==> config.mk <==
export PLATFORM = sky130hd
export DESIGN_NAME = answer_judge_flat
export DESIGN_NICKNAME = d
export VERILOG_FILES = /design/src/rtl/answer_judge_if.sv /design/src/rtl/answer_judge.sv /design/src/flat_wrapper.sv
export SDC_FILE = /design/constraint.sdc
export NUM_CORES = 1
export LEC_CHECK = 0
export ABC_AREA = 1
export CAP_MARGIN = 20
export CORE_ASPECT_RATIO = 0.6
export CORE_MARGIN = 10
export CORE_UTILIZATION = 40
export DETAILED_ROUTE_END_ITERATION = 8
export HOLD_SLACK_MARGIN = 0.1
export SYNTH_ARGS = -nofsm -noshare
export SYNTH_HDL_FRONTEND = slang
export SYNTH_SLANG_ARGS = --single-unit
==> constraint.sdc <==
create_clock -name CLK -period 8.63 [get_ports CLK]
set_input_delay 1.2945 -clock CLK [delete_from_list [all_inputs] [get_ports CLK]]
set_output_delay 1.2945 -clock CLK [all_outputs]
set_load 0.05 [all_outputs]
==> src/rtl/answer_judge_if.sv <==
// Answer-judge bus: game-side inputs (state, question, decide, digits) and verdict outputs.
// The game logic drives through master; the judge consumes through slave.
interface answer_judge_if #(
    parameter int unsigned TRY_W = 4
) ();
    logic [3:0]       STATE;
    logic [23:0]      QUESTION;
    logic             DEC;
    logic [3:0]       COUNT1_IN;
    logic [3:0]       COUNT2_IN;
    logic [3:0]       COUNT3_IN;
    logic [1:0]       RESULT;
    logic             RESULT_VALID;
    logic             BUSY;
    logic [TRY_W-1:0] TRIES;

    modport master (
        output STATE, QUESTION, DEC, COUNT1_IN, COUNT2_IN, COUNT3_IN,
        input  RESULT, RESULT_VALID, BUSY, TRIES
    );

    modport slave (
        input  STATE, QUESTION, DEC, COUNT1_IN, COUNT2_IN, COUNT3_IN,
        output RESULT, RESULT_VALID, BUSY, TRIES
    );
endinterface

==> src/rtl/answer_judge.sv <==
// Multi-cycle judge: product of three answer digits vs. a 3-digit BCD question, 8-cycle latency.
// Optional macro ANSWER_JUDGE_ORDER_EN: a correct answer must also have non-decreasing digits.
module answer_judge #(
    parameter int unsigned TRY_W = 4
) (
    input logic          CLK,
    input logic          RST,
    answer_judge_if.slave bus
);
    typedef enum logic [2:0] {
        IDLE, ARM, CONV0, CONV1, CONV2, MUL1, MUL2, CMP
    } state_t;

    state_t           state_q, state_d;
    logic             dec_q;
    logic             start_q;
    logic [3:0]       d1_q, d2_q, d3_q;
    logic [11:0]      q_q;
    logic             invalid_q;
    logic [9:0]       target_q;
    logic [9:0]       prod_q;
    logic [1:0]       result_q;
    logic             valid_q;
    logic [TRY_W-1:0] tries_q;
    logic [1:0]       verdict;
    logic             in_input;
    logic             in_ready;
    logic [11:0]      q_in;
    logic             unused_q;

    assign in_input = (bus.STATE == 4'b0100);
    assign in_ready = (bus.STATE == 4'b0010);
    assign q_in     = bus.QUESTION[23:12];
    assign unused_q = ^bus.QUESTION[11:0];

    function automatic logic bad_digit(input logic [3:0] d);
        return (d == 4'd0) || (d > 4'd9);
    endfunction

    // Edge detect is registered and only armed in IDLE, so edges seen while busy are dropped
    // rather than replayed when the FSM frees up.
    always_ff @(posedge CLK or negedge RST) begin
        if (!RST) begin
            state_q <= IDLE;
            dec_q   <= 1'b0;
            start_q <= 1'b0;
        end else begin
            state_q <= state_d;
            dec_q   <= bus.DEC;
            start_q <= bus.DEC && !dec_q && (state_q == IDLE) && in_input;
        end
    end

    always_comb begin
        state_d = state_q;
        case (state_q)
            IDLE:    if (start_q && in_input) state_d = ARM;
            ARM:     state_d = CONV0;
            CONV0:   state_d = CONV1;
            CONV1:   state_d = CONV2;
            CONV2:   state_d = MUL1;
            MUL1:    state_d = MUL2;
            MUL2:    state_d = CMP;
            CMP:     state_d = IDLE;
            default: state_d = IDLE;
        endcase
        if (state_q != IDLE && !in_input) state_d = IDLE;
    end

    always_comb begin
        verdict = 2'b10;
        if (invalid_q) begin
            verdict = 2'b11;
        end else if (prod_q == target_q) begin
`ifdef ANSWER_JUDGE_ORDER_EN
            verdict = ((d1_q <= d2_q) && (d2_q <= d3_q)) ? 2'b01 : 2'b11;
`else
            verdict = 2'b01;
`endif
        end
    end

    always_ff @(posedge CLK or negedge RST) begin
        if (!RST) begin
            d1_q      <= '0;
            d2_q      <= '0;
            d3_q      <= '0;
            q_q       <= '0;
            invalid_q <= 1'b0;
            target_q  <= '0;
            prod_q    <= '0;
        end else begin
            case (state_q)
                ARM: begin
                    d1_q      <= bus.COUNT1_IN;
                    d2_q      <= bus.COUNT2_IN;
                    d3_q      <= bus.COUNT3_IN;
                    q_q       <= q_in;
                    target_q  <= '0;
                    invalid_q <= bad_digit(bus.COUNT1_IN) || bad_digit(bus.COUNT2_IN) ||
                                 bad_digit(bus.COUNT3_IN) || (q_in[11:8] > 4'd9) ||
                                 (q_in[7:4] > 4'd9) || (q_in[3:0] > 4'd9) || (q_in == 12'h000);
                end
                CONV0:   target_q <= target_q * 10'd10 + {6'd0, q_q[11:8]};
                CONV1:   target_q <= target_q * 10'd10 + {6'd0, q_q[7:4]};
                CONV2:   target_q <= target_q * 10'd10 + {6'd0, q_q[3:0]};
                MUL1:    prod_q   <= {6'd0, d1_q} * {6'd0, d2_q};
                MUL2:    prod_q   <= prod_q * {6'd0, d3_q};
                default: ;
            endcase
        end
    end

    always_ff @(posedge CLK or negedge RST) begin
        if (!RST) begin
            result_q <= '0;
            valid_q  <= 1'b0;
            tries_q  <= '0;
        end else begin
            valid_q <= 1'b0;
            if (in_ready) begin
                result_q <= '0;
                tries_q  <= '0;
            end else if (state_q == CMP && in_input) begin
                result_q <= verdict;
                valid_q  <= 1'b1;
                if (verdict == 2'b10 && tries_q != '1) tries_q <= tries_q + TRY_W'(1);
            end
        end
    end

    assign bus.RESULT       = result_q;
    assign bus.RESULT_VALID = valid_q;
    assign bus.BUSY         = (state_q != IDLE);
    assign bus.TRIES        = tries_q;
endmodule

==> src/flat_wrapper.sv <==
// flat-port wrapper written by rule: the top's interface ports become plain ports
module answer_judge_flat 
#(
    parameter int unsigned TRY_W = 4
)
  (CLK, RST, bus_STATE, bus_QUESTION, bus_DEC, bus_COUNT1_IN, bus_COUNT2_IN, bus_COUNT3_IN, bus_RESULT, bus_RESULT_VALID, bus_BUSY, bus_TRIES);
  answer_judge_if #(.TRY_W(TRY_W)) bus_i ();
  input logic CLK;
  input logic RST;
  input wire logic [$bits(bus_i.STATE)-1:0] bus_STATE;
  input wire logic [$bits(bus_i.QUESTION)-1:0] bus_QUESTION;
  input wire logic [$bits(bus_i.DEC)-1:0] bus_DEC;
  input wire logic [$bits(bus_i.COUNT1_IN)-1:0] bus_COUNT1_IN;
  input wire logic [$bits(bus_i.COUNT2_IN)-1:0] bus_COUNT2_IN;
  input wire logic [$bits(bus_i.COUNT3_IN)-1:0] bus_COUNT3_IN;
  output wire logic [$bits(bus_i.RESULT)-1:0] bus_RESULT;
  output wire logic [$bits(bus_i.RESULT_VALID)-1:0] bus_RESULT_VALID;
  output wire logic [$bits(bus_i.BUSY)-1:0] bus_BUSY;
  output wire logic [$bits(bus_i.TRIES)-1:0] bus_TRIES;
  assign bus_i.STATE = bus_STATE;
  assign bus_i.QUESTION = bus_QUESTION;
  assign bus_i.DEC = bus_DEC;
  assign bus_i.COUNT1_IN = bus_COUNT1_IN;
  assign bus_i.COUNT2_IN = bus_COUNT2_IN;
  assign bus_i.COUNT3_IN = bus_COUNT3_IN;
  assign bus_RESULT = bus_i.RESULT;
  assign bus_RESULT_VALID = bus_i.RESULT_VALID;
  assign bus_BUSY = bus_i.BUSY;
  assign bus_TRIES = bus_i.TRIES;
  answer_judge #(.TRY_W(TRY_W)) u_core (.CLK(CLK), .RST(RST), .bus(bus_i));
endmodule
==> flow_summary_export.csv, run 1 <==
group,metric,value,unit
yosys,synth-seq-cells,57,
floorplanning,fp.dieH,103,um
cts,cts_setup_buffers,0,
layout,design_area,0.00540,mm2
yosys,yosys-top-cells-area,"dfrtp_1, nand2_1, ha_1",
cts,clk_pin_slew,60,ps
critical_path,cp-end-kind,"output pin",
yosys,syn_area_per_cell,7.21,um2
global_route,grt_pass1_wl,18.5,mm
routing,drtPass1Iterations,4,
routing,remaining_drc_errors,0,
sta,period_share,37.3,%
critical_path,startpoint_type,"flop",
cts,clock_latency,330,ps
sta,slew_viol_final,0,
layout,fillerInstances,1128,
sta,grt_setup_unrepaired,"false",
cts,root_buffer,"clkbuf_16",
sta,hold_viol,0,
layout,syn_to_final_growth,18.6,%
floorplanning,dieArea,0.0162,mm2
critical_path,crit_required,7340,ps
layout,final_cell_mix,"nand2_1, inv_1, dfrtp_1",
power_and_ir_drop,power.density,160,mW/mm2
cts,cts_buffer_depth,2,
yosys,ys_seq_area_share,31.3,%
critical_path,crit_type,"reg -> out",
yosys,ys_warn_count,0,
layout,drive_above_1_share,6.63,%
sta,min_period,3220,ps
power_and_ir_drop,p_total,0.866,mW
hold_path,hold_class,"reg -> reg",
sta,setup_tns,0,ps
routing,drt_iter0_drc,244,
floorplanning,design.core.area,0.0112,mm2
yosys,syn-cell-area,0.00455,mm2
floorplanning,fp.dieW,158,um
cts,cts_resized,0,
yosys,synthesis.instances,632,
critical_path,cp_data_arrival_time,1930,ps
layout,antenna_cells,0,
routing,routedWlPerCell,13.0,um
yosys,yosysUniqueCellTypes,33,
critical_path,crit_fanout,7,
global_route,grt_pass1_vias,3911,
layout,nets,773,
sta,setup_viol,0,
placement,dpl_cell_area,0.00509,mm2
routing,via_per_inst,4.83,
routing,vias,3975,
routing,drt.antenna.violating_nets,0,
cts,clkSinkCount,57,
cts,cts_tree,"done",
floorplanning,start_util,40.6,%
sta,clock_skew,6.97,ps
layout,seq_area,0.00143,mm2
job,maxCapViolations,0,
sta,worst_pin_slew,768,ps
sta,slew_headroom,48.8,%
global_route,grt-ovfl-total,0,
routing,drt-total-wl,10.7,mm
global_route,gr-usage-all-layers,14.1,%
cts,h-tree-depth,3,
power_and_ir_drop,peakVddDrop,0.0922,mV
run_status,outcome,"finished, final reports clean",
placement,finalWeightedCongestion,0.865,
layout,layout_commonest_cell,"nand2_1",
cts,numCtsBuffers,9,
power_and_ir_drop,p_leak,2.97,nW
sta,fmax,311,MHz
yosys,yosys.area.top_type,"dfrtp_1",
placement,port_buffers,38,
yosys,syn-num-nets,731,
floorplanning,ioPinCount,51,
cts,hold_buffers,0,
floorplanning,num_rows,30,
yosys,synth_top_area_share,31.3,%
layout,multi_input_area,0.00265,mm2
global_route,grt_antenna_before_repair,0,
placement,dp_hpwl,8.52,mm
global_route,grt_max_degree,58,
## state kept, by name, indices dropped and copies added, names as in the netlist
name	cells
u_core.bus.TRIES	4
u_core.bus.RESULT_VALID	1
u_core.start_q	1
u_core.dec_q	1
u_core.d2_q	4
u_core.d3_q	4
u_core.d1_q	4
u_core.q_q	12
u_core.target_q	10
u_core.prod_q	10
u_core.bus.RESULT	2
u_core.state_q	3
u_core.invalid_q	1
## path summary, 6_finish.rpt
check	startpoint	end	slack [ps]	depth (start not counted)
worst min register to register	u_core.dec_q$_DFF_PN0_	u_core.start_q$_DFF_PN0_	410	1
worst max register to register	u_core.d3_q[3]$_DFFE_PN0P_	u_core.prod_q[8]$_DFFE_PN0P_	5430	17
worst min-delay path	u_core.dec_q$_DFF_PN0_	u_core.start_q$_DFF_PN0_	410	1
min in group asynchronous	RST	u_core.prod_q[6]$_DFFE_PN0P_	1100	2
max in group asynchronous	RST	u_core.d3_q[2]$_DFFE_PN0P_	7000	2
worst max-delay path	u_core.state_q[2]$_DFFE_PN0P_	bus_BUSY	5410	3
## power breakdown
part           internal (mW)  switching, mW
Clock                  0.235          0.137
Sequential             0.279         0.0148
Combinational         0.0847          0.116
## critical path, cell delays in order, from the launching register on
cell             delay [ps]
dfrtp_1                 490
inv_2                   150
nand2_1                 130
clkdlybuf4s50_1         820
## synth_stat cells (all sizes together)
library cell  number
nor2              48
o21bai             1
xor2               9
fa                19
a31oi              7
a21oi             20
o22ai              5
a22o               1
and2               1
xnor2              7
ha                37
a32o               1
nand4              7
dfrtp             57
buf                1
inv              119
nand3             31
o21ai             30
nor3               7
nor4               4
nand2            205
clkbuf             8
or2                4
o2111ai            1
o21a               1
a31o               1
## per-stage QoR
step	hold WS (ps)	utilization (%)	cells	setup slack [ps]
after floorplan	385	-	632	5670
after global routing	423	48.1	823	5110
after CTS	408	48.1	823	5390
after global placement	387	45.4	807	5520
final	407	48.1	823	5410
after detailed placement	397	45.4	807	5440
## cell families after synthesis
| kind of cell | synth area share, % |
|---|---|
| flops | 31.3 |
| compound gates | 8.27 |
| simple gates | 28.2 |
| fa+ha+maj | 18.5 |
| buf+inv | 10.6 |
| xor+xnor | 3.08 |
## final cells by class
class,instances,area share (%)
tap,144,3.34
timing repair buffer,40,7.23
sequential,57,26.4
clock inverter,6,1.34
clock buffer,10,4.42
inverter,119,8.27
multi-input combinational,447,49.0
## metal layers
metal	global-route usage [%]	part of all wire, %
met1	20.5	54
met3	4.33	6.0
met2	19.5	39
met4	3.93	1.0
met5	0	0
(Power assumes the default switching activity.)
==> run 2, diff against run 1 <==
clock period = 3.3 ns   (was 8.63 ns; I/O delays follow)
==> run 2 against run 1 <==
Against the previous run:
- final area barely moved
- global-route usage barely moved
- sequential power rose to 2.6 times the previous value
- first-iteration DRC count fell by 17%
- sequential share of layout area barely moved
- critical path type is now reg -> reg
- largest cell class unchanged
- combinational power rose to 2.7 times the previous value
- sequential cell count did not move
- setup slack got worse by 5100 ps
- clock skew rose by 0.66 ps
- clock power rose by 130%
==> flow_summary_export.csv, run 2 (synthesized netlist as in run 1, its figures left out) <==
group,metric,value,unit
sta,setup_viol,0,
layout,nets,777,
cts,numCtsBuffers,9,
critical_path,crit_required,3570,ps
cts,root_buffer,"clkbuf_16",
cts,clkSinkCount,57,
layout,largest_reg_flops,12,
power_and_ir_drop,p_total,2.17,mW
layout,largest_register,"u_core.q_q",
routing,drt_iter0_drc,202,
routing,via_per_inst,4.80,
layout,final_cell_mix,"nand2_1, inv_1, dfrtp_1",
power_and_ir_drop,peakVddDrop,0.233,mV
critical_path,crit_type,"reg -> reg",
floorplanning,start_util,40.6,%
sta,grt_setup_unrepaired,"false",
placement,finalWeightedCongestion,0.853,
routing,drt.antenna.violating_nets,0,
critical_path,crit_fanout,6,
layout,syn_to_final_growth,18.6,%
global_route,grt_pass1_vias,3865,
floorplanning,num_rows,30,
sta,clock_skew,7.63,ps
routing,remaining_drc_errors,0,
placement,dp_hpwl,8.78,mm
cts,h-tree-depth,3,
floorplanning,fp.dieH,103,um
cts,cts_tree,"done",
layout,drive_above_1_share,7.17,%
floorplanning,design.core.area,0.0112,mm2
critical_path,cp_data_arrival_time,3300,ps
global_route,grt-ovfl-total,0,
placement,placedCellCount,810,
layout,reg_top3,"u_core.q_q (12), u_core.prod_q (10), u_core.target_q (10)",
placement,port_buffers,38,
power_and_ir_drop,power.density,403,mW/mm2
job,maxCapViolations,0,
sta,slew_headroom,56.2,%
cts,cts_buffer_depth,2,
layout,fillerInstances,1116,
sta,setup_slack,273,ps
cts,cts_setup_buffers,0,
floorplanning,ioPinCount,51,
placement,dp_slack,266,ps
placement,dpl_cell_area,0.00511,mm2
routing,drtPass1Iterations,4,
global_route,grt_max_degree,51,
sta,period_share,91.7,%
layout,layout_commonest_cell,"nand2_1",
floorplanning,fp.dieW,158,um
run_status,outcome,"finished, final reports clean",
critical_path,rr_worst_depth,17,
power_and_ir_drop,p_leak,2.96,nW
sta,fmax,330,MHz
cts,clock_latency,330,ps
hold_path,min_path_cells,1,
sta,slew_viol_final,0,
sta,hold_viol,0,
global_route,grt_pass1_wl,18.5,mm
routing,vias,3966,
layout,design_area,0.00540,mm2
routing,drt-total-wl,10.8,mm
critical_path,startpoint_type,"flop",
routing,routedWlPerCell,13.0,um
cts,clk_pin_slew,60,ps
critical_path,cp-end-kind,"flop",
sta,min_period,3030,ps
global_route,grt_antenna_before_repair,0,
sta,worst_pin_slew,657,ps
floorplanning,dieArea,0.0162,mm2
layout,antenna_cells,0,
global_route,gr-usage-all-layers,14.1,%
hold_path,hold_class,"reg -> reg",
sta,setup_tns,0,ps
layout,final_cells,827,
## run 2: per-layer routing
layer / wire length, um / GRT usage [%] / vias up
li1: - / - / 2061
met2: 4280 / 19.6 / 84
met3: 755 / 4.42 / 2
met4: 26 / 3.43 / 0
met1: 5690 / 20.6 / 1819
met5: 0 / 0 / -
## run 2: final timing paths
check / startpoint / to / slack [ps]
min in group asynchronous: RST / u_core.prod_q[8]$_DFFE_PN0P_ / 540
worst max register to register: u_core.d3_q[3]$_DFFE_PN0P_ / u_core.prod_q[7]$_DFFE_PN0P_ / 270
worst min register to register: u_core.dec_q$_DFF_PN0_ / u_core.start_q$_DFF_PN0_ / 410
worst max-delay path: u_core.d3_q[3]$_DFFE_PN0P_ / u_core.prod_q[7]$_DFFE_PN0P_ / 270
max in group asynchronous: RST / u_core.prod_q[1]$_DFFE_PN0P_ / 1820
worst min-delay path: u_core.dec_q$_DFF_PN0_ / u_core.start_q$_DFF_PN0_ / 410
## run 2: power breakdown
group | internal, mW | leakage [nW] | switching (mW) | total [mW]
Clock | 0.512 | 0.128 | 0.358 | 0.870
Combinational | 0.227 | 2.16 | 0.315 | 0.543
Sequential | 0.729 | 0.674 | 0.0332 | 0.762
## run 2: final cells by class
class | instances | area [um2] | area share (%)
inverters | 119 | 447 | 8.27
repair buffers | 44 | 423 | 7.83
flip-flops and latches | 57 | 1430 | 26.4
well taps | 144 | 180 | 3.33
multi-input cells | 447 | 2650 | 49.0
clock buffers | 9 | 225 | 4.17
clock inverters | 7 | 53.8 | 0.996
## run 2: worst max-delay path: stages, from the launching register on
cell,delay [ps]
dfrtp_1,410
buf_4,180
nand2_1,50
inv_1,50
fa_1,520
inv_1,50
fa_1,530
inv_1,40
ha_1,340
nand2_1,70
inv_1,110
nand4_1,110
nand3_1,100
xor2_1,150
nand2_1,60
nand2_1,70
nand2_1,50
nand2_1,60
## run 2: timing repair
| item | in CTS | in global routing |
|---|---|---|
| setup endpoints to repair | 0 | 1 |
| endpoints found under the hold margin | 7 | 0 |
| resized for setup | 0 | 1 |
| hold buffers | 1 | 0 |
## run 2: stage by stage
stage                     util (%)  hold slack (ps)
final                         48.1              409
after global routing          48.1              429
after CTS                     48.1              410
after detailed placement      45.6              356
after global placement        45.6              350
after floorplan                  -              199
